File: src/rtl/icache_pkg.sv
// Shared types and width helpers for the
// direct-mapped instruction cache.
package icache_pkg;

  typedef enum logic [1:0] {
    IDLE,
    REQ,
    REFILL,
    DONE
  } icache_state_t;

  localparam int XLEN = 32;

  function automatic int off_w(input int wpl);
    return $clog2(wpl);
  endfunction

  function automatic int idx_w(input int lines);
    return $clog2(lines);
  endfunction

  function automatic int tag_w(
    input int lines,
    input int wpl
  );
    return XLEN - 2 - idx_w(lines) - off_w(wpl);
  endfunction

endpackage

File: src/rtl/icache_ram.sv
// Synchronous single-port RAM used for the
// cache tag and data arrays.
module icache_ram #(
  parameter int WIDTH = 32,
  parameter int DEPTH = 16,
  localparam int AW = $clog2(DEPTH)
) (
  input  logic             clk,
  input  logic             en,
  input  logic             we,
  input  logic [AW-1:0]    addr,
  input  logic [WIDTH-1:0] wdata,
  output logic [WIDTH-1:0] rdata
);

  logic [WIDTH-1:0] mem [DEPTH];

  always_ff @(posedge clk) begin
    if (we) begin
      mem[addr] <= wdata;
    end else if (en) begin
      rdata <= mem[addr];
    end
  end

endmodule

File: src/rtl/icache_fetch.sv
// Direct-mapped read-only instruction cache
// between the imem port and a refill bus.
module icache_fetch
  import icache_pkg::*;
#(
  parameter int LINES          = 16,
  parameter int WORDS_PER_LINE = 4
) (
  input  logic        clk,
  input  logic        reset_n,
  input  logic [31:0] imem_address,
  input  logic        imem_enable,
  output logic [31:0] imem_data,
  output logic        imem_wait,
  input  logic        flush,
  output logic        mem_req_valid,
  input  logic        mem_req_ready,
  output logic [31:0] mem_req_address,
  input  logic        mem_resp_valid,
  input  logic [31:0] mem_resp_data
);

  localparam int OFF_W = off_w(WORDS_PER_LINE);
  localparam int IDX_W = idx_w(LINES);
  localparam int TAG_W = tag_w(LINES, WORDS_PER_LINE);
  localparam int LSB   = OFF_W + 2;
  localparam int DW    = LINES * WORDS_PER_LINE;

  icache_state_t state_q, state_d;

  logic [31:0]      req_addr_q;
  logic             pending_q;
  logic [LINES-1:0] valid_q;
  logic             valid_rd_q;
  logic [OFF_W-1:0] cnt_q;
  logic [31:0]      data_q;
  logic             flushed_q;

  logic [TAG_W-1:0] tag_rdata;
  logic [31:0]      ram_rdata;

  logic [OFF_W-1:0] in_off, req_off;
  logic [IDX_W-1:0] in_idx, req_idx;
  logic [TAG_W-1:0] req_tag;

  logic lookup, hit, miss, accept;
  logic refill, resp_we, last;

  logic unused_addr_bits;

  assign in_off  = imem_address[LSB-1:2];
  assign in_idx  = imem_address[LSB+IDX_W-1:LSB];
  assign req_off = req_addr_q[LSB-1:2];
  assign req_idx = req_addr_q[LSB+IDX_W-1:LSB];
  assign req_tag = req_addr_q[31:LSB+IDX_W];

  assign unused_addr_bits =
    ^{imem_address[1:0], req_addr_q[1:0]};

  assign lookup = (state_q == IDLE) && pending_q;
  assign hit    = lookup && valid_rd_q
               && (tag_rdata == req_tag);
  assign miss   = lookup && !hit;

  assign refill  = (state_q == REFILL);
  assign resp_we = refill && mem_resp_valid;
  assign last    = resp_we && (cnt_q == '1);

  assign imem_wait = miss
                  || (state_q == REQ)
                  || refill;
  assign accept    = imem_enable && !imem_wait;

  // Hits bypass the data register so back-to-back
  // fetches deliver one word per cycle.
  assign imem_data = hit ? ram_rdata : data_q;

  assign mem_req_valid   = (state_q == REQ);
  assign mem_req_address =
    {req_addr_q[31:LSB], {LSB{1'b0}}};

  icache_ram #(
    .WIDTH(TAG_W),
    .DEPTH(LINES)
  ) u_tag_ram (
    .clk  (clk),
    .en   (accept),
    .we   (last),
    .addr (refill ? req_idx : in_idx),
    .wdata(req_tag),
    .rdata(tag_rdata)
  );

  icache_ram #(
    .WIDTH(32),
    .DEPTH(DW)
  ) u_data_ram (
    .clk  (clk),
    .en   (accept),
    .we   (resp_we),
    .addr (refill ? {req_idx, cnt_q}
                  : {in_idx, in_off}),
    .wdata(mem_resp_data),
    .rdata(ram_rdata)
  );

  always_comb begin
    state_d = state_q;
    unique case (state_q)
      IDLE:   if (miss) state_d = REQ;
      REQ:    if (mem_req_ready) state_d = REFILL;
      REFILL: if (last) state_d = DONE;
      DONE:   state_d = IDLE;
    endcase
  end

  always_ff @(posedge clk or negedge reset_n) begin
    if (!reset_n) begin
      state_q    <= IDLE;
      req_addr_q <= '0;
      pending_q  <= 1'b0;
      valid_rd_q <= 1'b0;
    end else begin
      state_q <= state_d;
      if (accept) begin
        req_addr_q <= imem_address;
        valid_rd_q <= valid_q[in_idx];
      end
      if (accept) begin
        pending_q <= 1'b1;
      end else if (hit || state_q == DONE) begin
        pending_q <= 1'b0;
      end
    end
  end

  always_ff @(posedge clk or negedge reset_n) begin
    if (!reset_n) begin
      cnt_q  <= '0;
      data_q <= '0;
    end else begin
      if (hit) begin
        data_q <= ram_rdata;
      end
      if (state_q == REQ) begin
        cnt_q <= '0;
      end else if (resp_we) begin
        cnt_q <= cnt_q + 1'b1;
        if (cnt_q == req_off) begin
          data_q <= mem_resp_data;
        end
      end
    end
  end

  // A flush seen mid-refill keeps the fetched
  // line from being published as valid.
  always_ff @(posedge clk or negedge reset_n) begin
    if (!reset_n) begin
      valid_q   <= '0;
      flushed_q <= 1'b0;
    end else begin
      if (state_q == REQ || refill) begin
        flushed_q <= flushed_q | flush;
      end else begin
        flushed_q <= 1'b0;
      end
      if (flush) begin
        valid_q <= '0;
      end else if (last && !flushed_q) begin
        valid_q[req_idx] <= 1'b1;
      end
    end
  end

endmodule

File: config.mk
export PLATFORM = sky130hd
export DESIGN_NAME = icache_fetch
export DESIGN_NICKNAME = d
export VERILOG_FILES = /design/src/rtl/icache_pkg.sv /design/src/rtl/icache_ram.sv /design/src/rtl/icache_fetch.sv
export SDC_FILE = /design/constraint.sdc
export NUM_CORES = 2
export LEC_CHECK = 0
export ABC_CLOCK_PERIOD_IN_PS = 4000
export CAP_MARGIN = 20
export CORE_ASPECT_RATIO = 0.9
export CORE_UTILIZATION = 50
export CTS_CLUSTER_SIZE = 8
export DETAILED_ROUTE_END_ITERATION = 6
export GPL_ROUTABILITY_DRIVEN = 0
export GPL_TIMING_DRIVEN = 0
export MAX_ROUTING_LAYER = met4
export PLACE_DENSITY_LB_ADDON = 0.2
export SETUP_SLACK_MARGIN = 0.3
export SYNTH_ARGS = -nofsm -noshare
export SYNTH_HDL_FRONTEND = slang
export SYNTH_SLANG_ARGS = --single-unit
File: constraint.sdc
create_clock -name clk -period 4 [get_ports clk]
set_input_delay 0.8 -clock clk [delete_from_list [all_inputs] [get_ports clk]]
set_output_delay 0.8 -clock clk [all_outputs]
set_load 0.01 [all_outputs]
==> results.toml <==
[status]
status = "finished, violations left"
violations = "design-rule violations, negative setup slack"

[logic_synthesis]
syn_area_um2 = 99100
syn_area_per_cell_um2 = 18.6
synthTopCellsByCount = "2488 x edfxtp_1, 1028 x mux2i_1, 513 x o22ai_1, 202 x o21ai_0, 168 x buf_2"
yosys.area.top_type = "edfxtp_1"
ys.flop_type = "edfxtp_1"
syn_inst = 5320
yosysUniqueCellTypes = 44
ys_seq_area_share_pct = 77.5
synthArstFlopShare_pct = 3.30
ys_ff_latch = 2573
synth_top_area_share_pct = 75.4
yosysWarnings = 0
ys_top_cells_by_area = "edfxtp_1 75%, mux2i_1 10%, o22ai_1 3.2%"
synth.most_common_cell = "edfxtp_1"
synth_edf_count = 2488

[worst_setup_path]
slowest_delay_ps = 460
r2r_slack_ps = -310
cp_slowest_cell = "dfrtp_2"
worstPathMaxFanout = 6
startpoint_type = "flip-flop"
crit_arrival_ps = 3550
cpMostUsedCell = "buf_12"
cp_cell_sequence = "xor2_2 -> nor4_4 -> nand4_1 -> nor2_2 -> buf_12 -> buf_12 -> buf_6 -> buf_12 -> mux2_4 -> buf_6"
cp-end-kind = "output pin"
reg2reg_to = "u_data_ram.rdata[15]"
critPathBufInv = 5
worstSetupPathType = "flip-flop to output pin"
crit_family = "simple AND/OR/NAND/NOR gates"
worstReg2RegStart = "state_q[1]"
cp_data_required_time_ps = 3200
reg2regPathDepth = 10

[run]
drv_cap = 0

[placement]
io_buffer_count = 125
hpwl_mm = 210

[cells_and_area]
syn_to_final_growth_pct = 23.5
final_core_util_pct = 62.3
nNetsFinal = 6314
fillers = 13428
drive_gt1_share_pct = 25.8

[floorplan]
start_util_pct = 50.5
dieArea_um2 = 200000
core_area_um2 = 196000
die_x_um = 471
num_io_pins = 136
die_h_um = 424
num_rows = 154

[route]
first_pass_iters = 7
drc = 1
wire_per_inst_um = 37.2
drt-total-wl_mm = 335
drtAntennaViolNets = 0
vias = 59063
drtIter0Drc = 9748
routed_via_density = 6.56

[hold_path]
hold_path_class = "input pin to flip-flop"
min_path_cells = 1
hp-start = "mem_resp_data[12]"
min_to = "u_data_ram.mem[27][12]"

[clock_tree]
cts_root_buf = "clkbuf_16"
clock-sinks = 2573
cts.path.max_buffers = 4
cts_buffers = 371
cts-htree-levels = 5
worstSkewPairLatency_ps = 990
cts_tree = "done"
cts.clk_slew.worst_paths_ps = 50

[timing]
worst_pin_slew_ps = 1300
clock_skew_ps = 95.2
layout_setup_ws_ps = -354
fmax_mhz = 230
period_minus_slack_ps = 4350
slew_headroom_pct = 13.6
setup_violations = 46
finalHoldViolCount = 0
timing.hold.ws_ps = 160
drv_slew = 0
rsz0062_at_grt = "true"
timing.final.crit_share_pct = 109

[grt]
grt_antenna_before_repair = 25
track_usage_pct = 33.7
busiest_layer = "met2"
gr-usage-met3_pct = 10.7
use_met1_pct = 44.9
met2_usage_pct = 47.7
grt_pass1_wl_mm = 446
grt_pass1_vias = 55129
gr-total-overflow = 0
grt_max_degree = 74

[power]
ir_drop_mv = 0.582
p_per_area_nw_per_um2 = 682
p_leak_uw = 0.0432
[worst max path at each step]
stage | from | endpoint | slack, ps | cells past startpoint
6_report | req_addr_q[23] | imem_data[31] | -350 | 10
5_1_grt | req_addr_q[23] | imem_data[0] | -370 | 10
4_1_cts | u_tag_ram.rdata[6] | imem_data[0] | -300 | 10
3_5_place_dp | imem_address[3] | u_data_ram.rdata[13] | -2010 | 9
3_3_place_gp | imem_address[7] | u_data_ram.mem[39][15] | -3990 | 5
2_1_floorplan | state_q[0] | u_data_ram.mem[12][0] | 300 | 9
[stage by stage]
step	worst slack, ps	total power, uW	setup TNS, ps	instances	area [um2]
2_1_floorplan	304	43100	0	5323	99100
3_3_place_gp	-3990	51200	-7427090	8022	104000
3_5_place_dp	-2010	51900	-1513090	8166	107000
4_1_cts	-296	81400	-7230	8827	120000
5_1_grt	-372	85100	-10650	8993	122000
6_report	-354	83500	-10270	8998	122000
[layout by cell type, fill, tap and decap left out, types with 25 or more instances in the layout]
cell type	instances
clkbuf_16	377
buf_2	113
o21ai_0	78
dfrtp_1	61
o21ai_1	83
buf_16	37
clkbuf_1	191
o22ai_1	483
xor2_1	25
diode_2	27
clkbuf_2	49
mux4_2	101
buf_6	93
nand4_1	67
nand2_1	34
clkdlybuf4s50_1	59
mux2_2	63
buf_12	183
mux2i_1	1001
o21ai_4	26
nor2_1	30
edfxtp_1	2488
mux2_4	31
nor2_4	80
or2_1	27
o21ai_2	73
o22ai_2	29
a22oi_1	49
buf_4	271
[final cells by class]
class / instances / area (um2) / area share, %
Sequential cell: 2573 / 76900 / 62.8
Buffer: 344 / 2680 / 2.19
Inverter: 9 / 33.8 / 0.0276
Clock buffer: 523 / 9980 / 8.16
Timing Repair Buffer: 542 / 7040 / 5.75
Multi-Input combinational cell: 2397 / 22300 / 18.3
Tap cell: 2574 / 3220 / 2.63
Antenna cell: 27 / 67.6 / 0.0552
Clock inverter: 9 / 113 / 0.0920
[flip-flops by register name (all words and copies together), names as in the netlist]
name	flops
data_q	32
u_tag_ram.rdata	24
cnt_q	2
u_tag_ram.mem	384
u_data_ram.mem	2048
pending_q	1
state_q	2
flushed_q	1
valid_rd_q	1
req_addr_q	30
u_data_ram.rdata	32
valid_q	16
[routing by layer]
layer | wire (um) | up-vias | part of all wire (%)
li1 | - | 23392 | -
met1 | 125000 | 30278 | 37
met2 | 145000 | 4526 | 43
met3 | 47800 | 867 | 14
met4 | 17300 | 0 | 5.1
met5 | 0 | - | 0
[cells by family after synthesis]
kind of cell / after synthesis / share of synthesized area, %
AND/OR/NAND/NOR: 283 / 1.39
flip-flops: 2573 / 77.5
other: 1 / 0.00378
buffers and inverters: 353 / 1.80
AO/OA/AOI/OAI: 853 / 5.19
multiplexers: 1224 / 13.8
XOR/XNOR: 27 / 0.239
adder cells (fa/ha/maj): 6 / 0.0758
[what timing repair did]
action / in CTS / in global routing
pin swaps: 113 / 161
hold buffers: 1 / 0
resized for setup: 689 / 270
setup endpoints to repair: 2175 / 1308
gates cloned: 6 / 0
buffers inserted: 122 / 144
endpoints found under the hold margin: 12 / 0
[report_power, final]
part,internal (uW),total (uW),switching (uW)
Combinational,9050,23500,14500
Sequential,31300,32000,724
Clock,17000,27900,10900
Total,57300,83500,26100
Note: power is estimated with default switching activity, not from simulation.
